## src/rtl/dallanma_pkg.sv

```systemverilog
// Package: dallanma_pkg
// Shared definitions for the control-flow unit: stage encodings, instruction
// kind encodings, RV opcode and branch funct3 constants, and the decode helpers
// that turn a raw instruction word into its kind and sign-extended immediate.
package dallanma_pkg;

    typedef enum logic [1:0] {
        GETIR        = 2'd0,
        COZYAZMACOKU = 2'd1,
        YURUTGERIYAZ = 2'd2
    } asama_t;

    typedef enum logic [1:0] {
        TUR_DIGER = 2'd0,
        TUR_DAL   = 2'd1,
        TUR_JAL   = 2'd2,
        TUR_JALR  = 2'd3
    } tur_t;

    localparam logic [6:0] OP_DAL  = 7'b1100011;
    localparam logic [6:0] OP_JAL  = 7'b1101111;
    localparam logic [6:0] OP_JALR = 7'b1100111;

    localparam logic [2:0] F3_BEQ  = 3'b000;
    localparam logic [2:0] F3_BNE  = 3'b001;
    localparam logic [2:0] F3_BLT  = 3'b100;
    localparam logic [2:0] F3_BGE  = 3'b101;
    localparam logic [2:0] F3_BLTU = 3'b110;
    localparam logic [2:0] F3_BGEU = 3'b111;

    // addi x0, x0, 0
    localparam logic [31:0] NOP_BUYRUK = 32'h0000_0013;

    function automatic tur_t tur_coz(input logic [6:0] opcode);
        tur_t t;
        case (opcode)
            OP_DAL:  t = TUR_DAL;
            OP_JAL:  t = TUR_JAL;
            OP_JALR: t = TUR_JALR;
            default: t = TUR_DIGER;
        endcase
        return t;
    endfunction

    // Immediate for the control-flow formats, sign-extended to 32 bits.
    // Non-control-flow opcodes return zero; their immediate is never used here.
    function automatic logic [31:0] imm_coz(input logic [31:0] b);
        logic [31:0] imm;
        case (b[6:0])
            OP_DAL:  imm = {{20{b[31]}}, b[7], b[30:25], b[11:8], 1'b0};
            OP_JAL:  imm = {{12{b[31]}}, b[19:12], b[20], b[30:21], 1'b0};
            OP_JALR: imm = {{20{b[31]}}, b[31:20]};
            default: imm = 32'd0;
        endcase
        return imm;
    endfunction

endpackage

```

## src/rtl/dallanma_birimi_if.sv

```systemverilog
// Interface: dallanma_birimi_if
// Bundles the control-flow unit's datapath-facing signals.
//   slave  modport: the unit (inputs bekle_i/buyruk_i/rs1_i/rs2_i, drives the rest)
//   master modport: the surrounding core / memory / register file
// Flow control: bekle_i is a level stall from memory. While it is high the unit
// holds its stage and every register, and all strobes (rd_yaz_o, alindi_o,
// tuzak_o) are forced low; a stage completes only on a rising edge where
// bekle_i is low.
interface dallanma_birimi_if #(
    parameter int XLEN = 32
);
    logic            bekle_i;
    logic [31:0]     buyruk_i;
    logic [XLEN-1:0] rs1_i;
    logic [XLEN-1:0] rs2_i;
    logic [1:0]      asama_o;
    logic [XLEN-1:0] pc_o;
    logic            rd_yaz_o;
    logic [4:0]      rd_idx_o;
    logic [XLEN-1:0] rd_veri_o;
    logic            alindi_o;
    logic            tuzak_o;

    modport slave (
        input  bekle_i, buyruk_i, rs1_i, rs2_i,
        output asama_o, pc_o, rd_yaz_o, rd_idx_o, rd_veri_o, alindi_o, tuzak_o
    );

    modport master (
        output bekle_i, buyruk_i, rs1_i, rs2_i,
        input  asama_o, pc_o, rd_yaz_o, rd_idx_o, rd_veri_o, alindi_o, tuzak_o
    );
endinterface

```

## src/rtl/dallanma_karsilastirici.sv

```systemverilog
// Module: dallanma_karsilastirici
// Combinational branch-condition evaluator.
//   funct3   in  3     branch funct3 field
//   a, b     in  XLEN  rs1 / rs2 values
//   kosul    out 1     condition holds (0 when funct3 is reserved)
//   gecersiz out 1     funct3 is a reserved branch encoding (010/011)
module dallanma_karsilastirici
    import dallanma_pkg::*;
#(
    parameter int XLEN = 32
) (
    input  logic [2:0]      funct3,
    input  logic [XLEN-1:0] a,
    input  logic [XLEN-1:0] b,
    output logic            kosul,
    output logic            gecersiz
);

    always_comb begin
        kosul    = 1'b0;
        gecersiz = 1'b0;
        case (funct3)
            F3_BEQ:  kosul = (a == b);
            F3_BNE:  kosul = (a != b);
            F3_BLT:  kosul = ($signed(a) <  $signed(b));
            F3_BGE:  kosul = ($signed(a) >= $signed(b));
            F3_BLTU: kosul = (a <  b);
            F3_BGEU: kosul = (a >= b);
            default: gecersiz = 1'b1;
        endcase
    end

endmodule

```

## src/rtl/dallanma_birimi.sv

```systemverilog
// Module: dallanma_birimi
// Program counter and control-flow unit of the multicycle core. Runs the
// GETIR -> COZYAZMACOKU -> YURUTGERIYAZ phase machine, owns the PC, resolves
// B-type branches, jal and jalr, produces the link write and traps on
// misaligned targets or reserved branch funct3 values.
//   clk  in  clock, rising edge
//   rst  in  asynchronous active-low reset
//   bus  slave modport of dallanma_birimi_if (stall, instruction, rs1/rs2 in;
//        stage, PC, link write, taken and trap pulses out)
module dallanma_birimi
    import dallanma_pkg::*;
#(
    parameter int              XLEN         = 32,
    parameter logic [XLEN-1:0] RESET_VECTOR = 32'h8000_0000,
    parameter logic [XLEN-1:0] TRAP_VECTOR  = 32'h8000_0100,
    parameter int              IALIGN       = 4
) (
    input  logic             clk,
    input  logic             rst,
    dallanma_birimi_if.slave bus
);

    asama_t          asama_q, asama_d;
    logic [XLEN-1:0] pc_q, pc_d;
    logic [31:0]     buyruk_q;
    logic [XLEN-1:0] imm_q;
    tur_t            tur_q;

    logic            kosul, gecersiz;
    logic [XLEN-1:0] pc_arti4, jalr_toplam, hedef;
    logic            atlar, tuzak_var, hizali, etkin, baglanti;

    // Everything freezes while memory asks us to wait.
    always_ff @(posedge clk or negedge rst) begin
        if (!rst) begin
            asama_q  <= GETIR;
            pc_q     <= RESET_VECTOR;
            buyruk_q <= NOP_BUYRUK;
            imm_q    <= '0;
            tur_q    <= TUR_DIGER;
        end else if (!bus.bekle_i) begin
            asama_q <= asama_d;
            if (asama_q == GETIR) begin
                buyruk_q <= bus.buyruk_i;
            end
            if (asama_q == COZYAZMACOKU) begin
                imm_q <= XLEN'($signed(imm_coz(buyruk_q)));
                tur_q <= tur_coz(buyruk_q[6:0]);
            end
            if (asama_q == YURUTGERIYAZ) begin
                pc_q <= pc_d;
            end
        end
    end

    // Encoding 3 cannot be reached; the default arm steers it back to GETIR.
    always_comb begin
        asama_d = GETIR;
        case (asama_q)
            GETIR:        asama_d = COZYAZMACOKU;
            COZYAZMACOKU: asama_d = YURUTGERIYAZ;
            YURUTGERIYAZ: asama_d = GETIR;
            default:      asama_d = GETIR;
        endcase
    end

    dallanma_karsilastirici #(.XLEN(XLEN)) u_karsilastirici (
        .funct3   (buyruk_q[14:12]),
        .a        (bus.rs1_i),
        .b        (bus.rs2_i),
        .kosul    (kosul),
        .gecersiz (gecersiz)
    );

    assign pc_arti4    = pc_q + XLEN'(4);
    assign jalr_toplam = bus.rs1_i + imm_q;

    always_comb begin
        hedef     = pc_q + imm_q;
        atlar     = 1'b0;
        tuzak_var = 1'b0;
        case (tur_q)
            TUR_DAL: begin
                atlar     = kosul & ~gecersiz;
                tuzak_var = gecersiz;
            end
            TUR_JAL:  atlar = 1'b1;
            TUR_JALR: begin
                atlar = 1'b1;
                hedef = {jalr_toplam[XLEN-1:1], 1'b0};
            end
            default: ;
        endcase
        // Only a redirect can misalign; a not-taken branch falls through to pc+4.
        hizali = (IALIGN == 2) ? ~hedef[0] : (hedef[1:0] == 2'b00);
        if (atlar && !hizali) begin
            tuzak_var = 1'b1;
        end
        if (tuzak_var) begin
            pc_d = TRAP_VECTOR;
        end else if (atlar) begin
            pc_d = hedef;
        end else begin
            pc_d = pc_arti4;
        end
    end

    assign etkin    = (asama_q == YURUTGERIYAZ) & ~bus.bekle_i;
    assign baglanti = (tur_q == TUR_JAL) | (tur_q == TUR_JALR);

    assign bus.asama_o   = asama_q;
    assign bus.pc_o      = pc_q;
    assign bus.rd_idx_o  = buyruk_q[11:7];
    assign bus.rd_veri_o = pc_arti4;
    assign bus.rd_yaz_o  = etkin & baglanti & (buyruk_q[11:7] != 5'd0) & ~tuzak_var;
    assign bus.alindi_o  = etkin & atlar & ~tuzak_var;
    assign bus.tuzak_o   = etkin & tuzak_var;

endmodule

```

## src/flat_wrapper.sv

```systemverilog
// flat-port wrapper written by rule: the top's interface ports become plain ports
module dallanma_birimi_flat import dallanma_pkg::*;
#(
    parameter int              XLEN         = 32,
    parameter logic [XLEN-1:0] RESET_VECTOR = 32'h8000_0000,
    parameter logic [XLEN-1:0] TRAP_VECTOR  = 32'h8000_0100,
    parameter int              IALIGN       = 4
)
  (clk, rst, bus_bekle_i, bus_buyruk_i, bus_rs1_i, bus_rs2_i, bus_asama_o, bus_pc_o, bus_rd_yaz_o, bus_rd_idx_o, bus_rd_veri_o, bus_alindi_o, bus_tuzak_o);
  dallanma_birimi_if #(.XLEN(XLEN)) bus_i ();
  input  logic clk;
  input  logic rst;
  input wire logic [$bits(bus_i.bekle_i)-1:0] bus_bekle_i;
  input wire logic [$bits(bus_i.buyruk_i)-1:0] bus_buyruk_i;
  input wire logic [$bits(bus_i.rs1_i)-1:0] bus_rs1_i;
  input wire logic [$bits(bus_i.rs2_i)-1:0] bus_rs2_i;
  output wire logic [$bits(bus_i.asama_o)-1:0] bus_asama_o;
  output wire logic [$bits(bus_i.pc_o)-1:0] bus_pc_o;
  output wire logic [$bits(bus_i.rd_yaz_o)-1:0] bus_rd_yaz_o;
  output wire logic [$bits(bus_i.rd_idx_o)-1:0] bus_rd_idx_o;
  output wire logic [$bits(bus_i.rd_veri_o)-1:0] bus_rd_veri_o;
  output wire logic [$bits(bus_i.alindi_o)-1:0] bus_alindi_o;
  output wire logic [$bits(bus_i.tuzak_o)-1:0] bus_tuzak_o;
  assign bus_i.bekle_i = bus_bekle_i;
  assign bus_i.buyruk_i = bus_buyruk_i;
  assign bus_i.rs1_i = bus_rs1_i;
  assign bus_i.rs2_i = bus_rs2_i;
  assign bus_asama_o = bus_i.asama_o;
  assign bus_pc_o = bus_i.pc_o;
  assign bus_rd_yaz_o = bus_i.rd_yaz_o;
  assign bus_rd_idx_o = bus_i.rd_idx_o;
  assign bus_rd_veri_o = bus_i.rd_veri_o;
  assign bus_alindi_o = bus_i.alindi_o;
  assign bus_tuzak_o = bus_i.tuzak_o;
  dallanma_birimi #(.XLEN(XLEN), .RESET_VECTOR(RESET_VECTOR), .TRAP_VECTOR(TRAP_VECTOR), .IALIGN(IALIGN)) u_core (.clk(clk), .rst(rst), .bus(bus_i));
endmodule
```

## config.mk

```make
export PLATFORM = sky130hd
export DESIGN_NAME = dallanma_birimi_flat
export DESIGN_NICKNAME = d
export VERILOG_FILES = /design/src/rtl/dallanma_pkg.sv /design/src/rtl/dallanma_birimi_if.sv /design/src/rtl/dallanma_karsilastirici.sv /design/src/rtl/dallanma_birimi.sv /design/src/flat_wrapper.sv
export SDC_FILE = /design/constraint.sdc
export NUM_CORES = 1
export LEC_CHECK = 0
export ABC_AREA = 1
export BUFFER_PORTS_ARGS = -buffer_cell sky130_fd_sc_hd__buf_2
export CAP_MARGIN = 20
export CORE_MARGIN = 8
export CORE_UTILIZATION = 49
export DETAILED_ROUTE_END_ITERATION = 6
export PLACE_DENSITY = 0.77
export SLEW_MARGIN = 20
export SYNTH_ARGS = -nofsm -noshare
export SYNTH_HDL_FRONTEND = slang
export SYNTH_SLANG_ARGS = --single-unit
```

## constraint.sdc

```tcl
create_clock -name clk -period 6.42 [get_ports clk]
set_input_delay 0.642 -clock clk [delete_from_list [all_inputs] [get_ports clk]]
set_output_delay 0.642 -clock clk [all_outputs]
set_load 0.03 [all_outputs]
```

=== Yosys cells after proc, flatten, opt, wreduce, memory -nomap -nowiden ===
Cells that the tools add are included.
Widths: inputs -> output; s select.

* Bits in registers: 100
* Bits of input ports: 99
* Output and inout bits: 74
* Logic and storage cells: 60

* $add $sub $neg: 3
* Magnitude comparators: 4
* Eq/ne operators: 15
* Mux-type cells: 11
* Bitwise logic cells: 11
* Reduce and logical (&&, ||, !) cells: 11

{| class="wikitable"
|+ Operators with widths
! kind !! number
|-
| $mux 32 || 3
|-
| $pmux 32 s3 || 1
|-
| $add 32x32->32 || 2
|-
| $ge 32x32->1 || 2
|-
| $lt 32x32->1 || 2
|-
| $add 32x3->32 const B || 1
|-
| $eq 32x32->1 || 1
|-
| $ne 32x32->1 || 1
|-
| $eq 7x7->1 const B || 3
|-
| $eq 3x3->1 const B || 4
|-
| $and 1x1->1 || 8
|-
| $eq 2x2->1 const B || 3
|-
| $pmux 1 s6 || 1
|-
| $pmux 2 s3 || 1
|-
| $reduce_and 2->1 || 3
|-
| $reduce_or 6->1 || 1
|-
| $reduce_bool 5->1 || 1
|-
| $eq 2x1->1 const B || 2
|-
| $logic_not 2->1 || 2
|-
| $pmux 2 s2 || 1
|-
| $eq 3x1->1 const B || 1
|-
| $logic_not 3->1 || 1
|-
| $mux 1 || 3
|-
| $not 1->1 || 2
|-
| 5 further kinds || 5
|}

=== Depth between registers and ports, before layout ===
Gate-level depths: netlist of the first run.

* Word-level depth: 8
* Gate-level depth with buffers: 25
* Depth with buffers taken out: 23

=== By module ===
Synthesis of the first run repeated with hierarchy kept, for this count alone.

* Cell total of the unflattened synthesis: 1,741
* Area total of the unflattened synthesis: 10,423.7 um2

{| class="wikitable"
|+ Modules (own cells, without submodules)
! module !! instances !! cells each !! area each (um2) !! seq. area each (um2)
|-
| dallanma_birimi || 1 || 1,570 || 9,386.5 || 2,232.1
|-
| dallanma_karsilastirici || 1 || 171 || 1,037.2 || 0.0
|}

=== Least setup slack after synthesis of the first run ===
OpenSTA, ideal clock, no wires.

* Path kind: input -> output
* From: input port bus_rs2_i[31]
* To: output port bus_rd_yaz_o
* Arrival time: 2.907 ns
* Required time: 5.778 ns
* Slack: 2.871 ns
* Cell stages on the path: 18
* Buffers on the path: 0
* Cell sequence: inv_1 -> ha_1 -> nand2_1 -> nor2_1 -> nand2_1 -> nor2_2 -> nand3_1 -> nand2_1 -> a21oi_1 -> inv_1 -> nand2_1 -> nor2_1 -> nand3_1 -> nand2_1 -> nand3_1 -> nand2_2 -> nand2_2 -> nor3_1

* Cells in the longest elaborated chain, start to end: 8
* Elaborated cells on any way between the ends: 13
* Those cells by class: order compare (4); eq/ne (2); mux (3); bitwise (3); reduce/logical (1)

{| class="wikitable"
|+ RTL lines
! what !! RTL line !! RTL
|-
| start: declaration || flat_wrapper.sv:16 || <nowiki>input wire logic [$bits(bus_i.rs2_i)-1:0] bus_rs2_i;</nowiki>
|-
| $ge 32x32->1 (tied with other cells) || dallanma_karsilastirici.sv:28 || <nowiki>F3_BGEU: kosul = (a >= b);</nowiki>
|-
| $pmux 1 s6 * || dallanma_karsilastirici.sv:22 || <nowiki>case (funct3)</nowiki>
|-
| $and 1x1->1 * || dallanma_birimi.sv:84 || <nowiki>atlar = kosul & ~gecersiz;</nowiki>
|-
| $pmux 1 s2 * || dallanma_birimi.sv:82 || <nowiki>case (tur_q)</nowiki>
|-
| $logic_and 1x1->1 * || dallanma_birimi.sv:96 || <nowiki>if (atlar && !hizali) begin</nowiki>
|-
| $mux 1 * || dallanma_birimi.sv:96 ||
|-
| $not 1->1 * || dallanma_birimi.sv:115 || <nowiki>assign bus.rd_yaz_o = etkin & baglanti & (buyruk_q[11:7] != 5'd0) & ~tuzak_var;</nowiki>
|-
| $and 1x1->1 * || dallanma_birimi.sv:115 ||
|-
| end: declaration || flat_wrapper.sv:19 || <nowiki>output wire logic [$bits(bus_i.rd_yaz_o)-1:0] bus_rd_yaz_o;</nowiki>
|}

Every way passes the cells marked *; elsewhere a longest branch is shown, timed or not.

=== Worst setup path after layout of the first run ===
* From: input port bus_rs1_i[31]
* To: output port bus_rd_yaz_o

* Cells in the longest elaborated chain, start to end: 8
* Elaborated cells on any way between the ends: 13
* Those cells by class: order compare (4); eq/ne (2); mux (3); bitwise (3); reduce/logical (1)

{| class="wikitable"
|+ RTL lines
! what !! RTL line !! RTL
|-
| start: declaration || flat_wrapper.sv:15 || <nowiki>input wire logic [$bits(bus_i.rs1_i)-1:0] bus_rs1_i;</nowiki>
|-
| $ge 32x32->1 (tied with other cells) || dallanma_karsilastirici.sv:28 ||
|-
| $pmux 1 s6 * || dallanma_karsilastirici.sv:22 ||
|-
| $and 1x1->1 * || dallanma_birimi.sv:84 ||
|-
| $pmux 1 s2 * || dallanma_birimi.sv:82 ||
|-
| $logic_and 1x1->1 * || dallanma_birimi.sv:96 ||
|-
| $mux 1 * || dallanma_birimi.sv:96 ||
|-
| $not 1->1 * || dallanma_birimi.sv:115 ||
|-
| $and 1x1->1 * || dallanma_birimi.sv:115 ||
|}

Marked as above.

==> results of run 1 <==
-- metal layers --
| metal | vias up | GRT usage (%) |
|---|---|---|
| li1 | 5252 | - |
| met1 | 4757 | 30.97 |
| met2 | 367 | 43.69 |
| met3 | 61 | 4.688 |
| met4 | 0 | 9.382 |
| met5 | - | 0 |
-- worst reg2reg max path, delay by kind of cell (launching register included) --
family / cells / cell delay [ps]
AOI/OAI and AO/OA: 4 / 1050
adders and majority gates: 1 / 400
buffers and inverters: 2 / 200
DFF: 1 / 410
and+or+nand+nor: 10 / 820
-- synthesized netlist by cell type, types with 3 or more instances --
cell type	count
nand2_1	375
inv_1	188
a21oi_1	134
nor2_1	120
nand3_1	98
ha_1	94
dfrtp_1	85
o21ai_0	80
nand4_1	31
o21ai_1	31
xor2_1	28
nor3_1	27
a21o_1	20
clkbuf_1	17
mux2_2	16
nor4_1	13
xnor2_1	12
buf_4	11
o211ai_1	10
or2_2	8
a31oi_1	6
buf_2	5
o21a_1	5
o21bai_1	5
a21boi_0	4
buf_1	4
buf_6	4
dfstp_2	4
nand3b_1	4
nor3_2	4
a22oi_1	3
clkinv_1	3
or2_1	3
-- worst min path at each step --
| stage | from | end | depth (start not counted) |
|---|---|---|---|
| global placement | rst | u_core.bus.pc_o[22] | 1 |
| finish | rst | u_core.bus.pc_o[22] | 1 |
| floorplan | rst | u_core.bus.asama_o[0] | 0 |
| detailed placement | rst | u_core.bus.pc_o[22] | 1 |
| CTS | rst | u_core.bus.pc_o[22] | 1 |
| global route | rst | u_core.bus.pc_o[25] | 1 |
-- cell families (layout without fill, tap and decap cells) --
kind of cell	Yosys count	in the layout	share of synthesized area [%]
AND/OR/NAND/NOR	698	698	31.29
AO/OA/AOI/OAI	305	305	17.38
buffers and inverters	233	388	9.879
adder cells (fa/ha/maj)	96	96	12.62
flip-flops	89	89	23.16
XOR/XNOR	41	41	3.804
multiplexers	16	16	1.869
other	0	1	0
-- power by group through the flow --
| stage | sequential [uW] | clock [uW] | combinational [uW] |
|---|---|---|---|
| finish | 1060 | 535 | 2020 |
| global route | 1080 | 566 | 2250 |
| CTS | 1050 | 545 | 2030 |
| detailed placement | 1060 | 0 | 2020 |
| global placement | 1050 | 0 | 1990 |
| floorplan | 1100 | 0 | 1380 |
-- per-stage QoR --
step | util (%) | area, sq um | setup slack (ps)
detailed placement | 55.01 | 10670 | 2057
global placement | 55.01 | 10670 | 2134
floorplan | - | 9638 | 2871
finish | 56.62 | 10980 | 2024
global route | 56.61 | 10980 | 1745
CTS | 56.59 | 10980 | 2028
-- final cells by class --
type,instances,area [sq um]
fill,2014,8414
clock buffer,9,225.2
sequential,89,2232
inverter,192,720.7
timing repair buffer,180,927.1
tap,265,331.6
antenna,1,2.502
multi-input combinational,1156,6464
clock inverter,7,81.33
-- flip-flops by register name (all words and copies together), names as in the netlist --
signal	flops
u_core.tur_q	2
u_core.bus.asama_o	2
u_core.imm_q	21
u_core.bus.pc_o	32
u_core.buyruk_q	32
==> out/results.tsv, run 1 <==
stage	metric	value	unit
run_status	status	finished clean	
synthesis	synth-edff-count	0	
clocking	hold_buffers	0	
timing	setup_viol	0	
timing	tightest_slew	1015	ps
critical_path	r2r-start	u_core.imm_q[0]	
die	die_h	156.2	microns
clocking	clkLatencyLatePin	360	ps
die	start_util	49.68	%
clocking	clk_path_buf_depth	2	
final_layout	nets	1823	
placement	io_buffers	172	
synthesis	ys_ff_latch	89	
global_route	grt_pass1_vias	10010	
clocking	cts.reportedPaths.clkPinSlew	70	ps
critical_path	cp-end-kind	output port	
drt	wl_met3	2.064	mm
timing	fin_crit_sh	68.47	%
critical_path	startpoint	bus_rs1_i[31]	
clocking	cts_tree	yes	
clocking	cts_made_buffers	9	
critical_path	crit_slowest_cell	ha_1	
synthesis	syn-num-nets	1673	
worst_hold_path	min_path_type	in -> async	
critical_path	reg2reg_depth	17	
final_layout	stdcell_count	1899	
power	power.density	329.3	nW/um^2
final_layout	layout_commonest_cell	nand2_1	
global_route	grt_overflow	0	
critical_path	crit_cells	21	
drt	first_iter_violations	685	
critical_path	worstSetupPathType	in -> out	
drt	top_layer	met4	
clocking	cts_sinks	89	
placement	dp.cells	1882	
synthesis	ys.warnings.count	0	
drt	met1_length	13.09	mm
synthesis	synth_ff_type	dfrtp_1	
power	leakagePower	0.006074	uW
drt	routed_wirelength	30.86	mm
drt	route.detailed.drc	0	
critical_path	max_stage_delay	340	ps
die	row_count	51	
synthesis	netlist_instances	1478	
timing	rsz0062_at_grt	false	
global_route	grt_max_degree	82	
global_route	grt_use_total	25.37	%
die	chipWidth	156.2	microns
power	p_total	3617	uW
critical_path	crit_top_cell	nand2_1	
power	switching_share	52.74	%
flow_run	cap_violations	0	
final_layout	drive_above_1_share	14.82	%
timing	max_slew_margin	32.27	%
critical_path	worst-path-max-fanout	29	
die	core_area	19400	sq um
power	switching_power	1908	uW
critical_path	cp_top_family	simple AND/OR/NAND/NOR gates	
power	internal_power	1709	uW
power	peakVddDrop	0.0002848	V
synthesis	synth-seq-area-share	23.16	%
critical_path	cp_cell_sequence	buf_2 -> ha_1 -> nand2_1 -> nor2_1 -> nand2_1 -> nor2_2 -> nand3_1 -> nand2_1 -> a21oi_1 -> inv_1 -> nand2_1 -> nor2_1 -> nand3_1 -> nand2_1 -> buf_4 -> nand3_1 -> nand2_2 -> buf_4 -> nand2_2 -> nor3_1 -> buf_2	
synthesis	yosysTopAreaCellShare	22.07	%
critical_path	required	5780	ps
critical_path	path_buf_inv	5	
drt	vias	10440	
synthesis	synth_largest_area_cell	dfrtp_1	
critical_path	setup.worst_path.end	bus_rd_yaz_o	
critical_path	arrival	3750	ps
drt	wl_met2	14.65	mm
synthesis	avgSynthCellArea	6.521	sq um
critical_path	worstReg2RegEnd	u_core.bus.pc_o[22]	
drt	dr.pass1.iters	6	
timing	finalHoldViolCount	0	
die	die_area	24410	sq um
die	num_io_pins	173	
timing	drv_slew	0	
clocking	cts_resized	0	
global_route	grt_pass1_wl	49.84	mm
drt	wire_per_inst	16.25	microns
synthesis	synthDistinctLibCells	51	
placement	hpwl	25.34	mm
power	power_frac_seq	29.2	%
power	combinationalPowerShare	56.0	%
synthesis	syn-cell-area	9638	sq um
critical_path	ff2ff_setup_slack	3410	ps
clocking	cts-root-buf	clkbuf_16	
timing	fin_worst_skew	12.24	ps
final_layout	syn2layout_area_growth	13.97	%
drt	ant_nets	0	
power	clkPwrFrac	14.8	%
global_route	antenna_found_initial	0	
timing	fin_hold_ws	109.1	ps
timing	period_needed	4396	ps
synthesis	async_flop_share	100.0	%
final_layout	final_cell_mix	375 x nand2_1, 188 x inv_1, 171 x buf_2, 134 x a21oi_1, 120 x nor2_1	
clocking	htreeDepth	3	
critical_path	start_kind	input pin	
timing	tns	0	ps
synthesis	synth.area.top_cells	dfrtp_1 22%, nand2_1 15%, ha_1 12%	
placement	place_congestion	0.9651	
drt	vias_per_cell	5.496	
timing	fmax	227.5	MHz
clocking	cts_setup_buffers	0	
Note: power is estimated with default switching activity, not from simulation.
==> inputs of run 2 (changes only) <==
Settings changed: ABC_AREA 1 to 0, PLACE_DENSITY 0.77 to 0.78.
Clock period 6.42 ns to 4.3 ns, I/O delays scaled along.
==> run 2 against run 1 <==
  * Combinational power up 7%
  * Global-route usage down 2.0 points
  * Sequential share of layout area up 1.7 points
  * Critical path depth down 7
  * Worst setup slack worse by 1400 ps
  * Hold slack better by 39 ps
  * Clock skew down 3.5 ps
  * Via count down 18%
  * Synthesized area down 8.6%
  * Clock power up 49%
  * Register-to-register slack worse by 2800 ps
  * Synthesized cell count down 28%
  * Critical path type unchanged
  * Largest power group unchanged
==> out/results.tsv, run 2 <==
stage	metric	value	unit
run_status	status	finished clean	
synthesis	synth_top_family_by_area	compound AO/OA/AOI/OAI gates	
timing	fmax	270.7	MHz
synthesis	synth_mux_area_share	4.418	%
die	die_area	22520	sq um
power	switching_power	2044	uW
global_route	grt_max_degree	58	
synthesis	synth_common_cells	101 x a21oi_1, 99 x nand2_1, 94 x ha_1	
synthesis	synth_ff_type	dfrtp_1	
synthesis	yosysMostFrequentCell	a21oi_1	
timing	rsz0062_at_grt	false	
synthesis	synthXorXnorAreaFrac	7.956	%
clocking	cts-root-buf	clkbuf_16	
critical_path	reg2reg_depth	12	
clocking	cts_resized	0	
drt	dr.pass1.iters	6	
timing	setup_viol	0	
clocking	htreeDepth	3	
synthesis	ys.warnings.count	0	
timing	max_slew_margin	35.91	%
synthesis	yosysTopAreaCellShare	24.15	%
die	chipWidth	150.1	microns
power	power_frac_seq	32.6	%
timing	drv_slew	0	
die	core_area	17780	sq um
clocking	cts_sinks	89	
placement	io_buffers	172	
drt	route.detailed.drc	0	
drt	first_iter_violations	831	
clocking	cts_tree	yes	
power	p_total	4410	uW
synthesis	synth_largest_area_cell	dfrtp_1	
global_route	grt_pass1_wl	42.15	mm
synthesis	synth.area.top_cells	dfrtp_1 24%, ha_1 13%, a21oi_1 5.7%	
power	peakVddDrop	0.0003834	V
synthesis	synthDistinctLibCells	75	
timing	tightest_slew	959.0	ps
clocking	cts_setup_buffers	0	
placement	place_congestion	0.9753	
power	combinationalPowerShare	49.3	%
critical_path	ff2ff_setup_slack	650	ps
timing	fin_worst_skew	8.690	ps
clocking	cts_made_buffers	9	
timing	period_needed	3694	ps
timing	tns	0	ps
synthesis	syn-num-nets	1259	
final_layout	syn2layout_area_growth	15.19	%
drt	ant_nets	0	
critical_path	r2r-start	u_core.imm_q[0]	
final_layout	layout_commonest_cell	buf_2	
critical_path	arrival	3260	ps
die	start_util	49.54	%
global_route	grt_use_total	23.40	%
final_layout	final_cell_mix	171 x buf_2, 101 x a21oi_1, 99 x nand2_1, 94 x ha_1, 85 x dfrtp_1	
synthesis	synthAdderAreaFrac	13.81	%
clocking	cts.reportedPaths.clkPinSlew	70	ps
power	clkPwrFrac	18.1	%
power	internal_power	2365	uW
die	row_count	49	
synthesis	ys_ff_latch	89	
drt	wire_per_inst	18.24	microns
timing	fin_crit_sh	85.91	%
final_layout	drive_above_1_share	20.93	%
clocking	clk_path_buf_depth	2	
critical_path	required	3870	ps
drt	vias_per_cell	5.917	
critical_path	start_kind	input pin	
global_route	grt_overflow	0	
timing	finalHoldViolCount	0	
global_route	grt_pass1_vias	8111	
die	die_h	150.1	microns
critical_path	worstReg2RegEnd	u_core.bus.pc_o[28]	
synthesis	synth_compound_area_share	25.86	%
synthesis	netlist_instances	1064	
critical_path	cp-end-kind	output port	
synthesis	synth-seq-area-share	25.34	%
clocking	clkLatencyLatePin	360	ps
power	leakagePower	0.005170	uW
drt	routed_wirelength	26.50	mm
power	switching_share	46.36	%
synthesis	async_flop_share	100.0	%
final_layout	nets	1413	
synthesis	synthSimpleGateAreaFrac	17.72	%
critical_path	worstSetupPathType	in -> out	
placement	hpwl	21.38	mm
power	power.density	434.7	nW/um^2
synthesis	syn-cell-area	8807	sq um
flow_run	cap_violations	0	
die	num_io_pins	173	
global_route	antenna_found_initial	2	
synthesis	avgSynthCellArea	8.277	sq um
clocking	hold_buffers	0	
worst_hold_path	min_path_type	in -> async	
drt	vias	8598	
synthesis	synth-edff-count	0	
critical_path	worst-path-max-fanout	15	
[run 2: changes by cell type after synthesis, sizes merged, moves of 29 or more]
cell	previous run	this run
nand2	378	100
inv	189	57
nand3	99	25
nor2	122	72
xnor2	13	49
a21oi	135	101
o21ai	111	82
[run 2: logic make-up after synthesis]
logic type | Yosys count
DFF | 89
muxes | 35
buffers and inverters | 99
adders and majority gates | 96
and+or+nand+nor | 314
xor gates and xnor gates | 80
AOI/OAI and AO/OA | 351
[run 2: metal layers]
layer | track usage (%) | share of wire [%]
met5 | 0 | 0
met2 | 36.55 | 45
met3 | 3.931 | 7.6
met4 | 7.796 | 2.2
met1 | 32.14 | 45
[run 2: area by class of cell]
| class | count | area [sq um] |
|---|---|---|
| multi-input cells | 876 | 6148 |
| flip-flops and latches | 89 | 2232 |
| fillers | 1663 | 7635 |
| repair buffers | 185 | 960.9 |
| diodes | 1 | 2.502 |
| clock inverters | 7 | 72.57 |
| well taps | 229 | 286.5 |
| inverters | 57 | 216.5 |
| clock buffers | 9 | 225.2 |
[run 2: metrics by stage]
| step | util [%] | area, sq um | std cells | setup slack (ps) | hold WS (ps) |
|---|---|---|---|---|---|
| floorplan | - | 8807 | 1064 | 883.7 | 134.4 |
| global placement | 55.37 | 9844 | 1436 | 565.9 | 473.2 |
| detailed placement | 55.37 | 9844 | 1436 | 528.2 | 478.6 |
| CTS | 57.04 | 10140 | 1452 | 594.5 | 167.1 |
| global route | 57.06 | 10140 | 1453 | 407.0 | 220.8 |
| finish | 57.06 | 10140 | 1453 | 606.1 | 147.8 |
[run 2: worst max path at each step]
stage / to / slack [ps] / start
floorplan: bus_rd_yaz_o / 880 / bus_rs2_i[19]
global placement: u_core.bus.pc_o[10] / 570 / bus_rs2_i[19]
detailed placement: u_core.bus.pc_o[31] / 530 / bus_rs2_i[19]
CTS: bus_rd_veri_o[31] / 590 / u_core.bus.pc_o[4]
global route: bus_rd_veri_o[31] / 410 / u_core.bus.pc_o[4]
finish: bus_alindi_o / 610 / bus_rs2_i[19]
[run 2: critical path, cell delays in order]
cell and delay, ps:
buf_2 90, inv_1 40, ha_1 310, nand4_1 150, nor4_4 430, a31oi_1 180, or3b_1 450, nor4_4 190
nor2_2 70, a31oi_4 170, buf_4 260, nand2_2 160, inv_2 120, buf_2 200
[run 2: power by group through the flow]
stage | combinational [uW] | clock, uW | sequential (uW)
2_1_floorplan | 1530 | 0 | 1490
3_3_place_gp | 2140 | 0 | 1440
3_5_place_dp | 2170 | 0 | 1450
4_1_cts | 2180 | 812 | 1430
5_1_grt | 2380 | 838 | 1490
6_report | 2170 | 797 | 1440
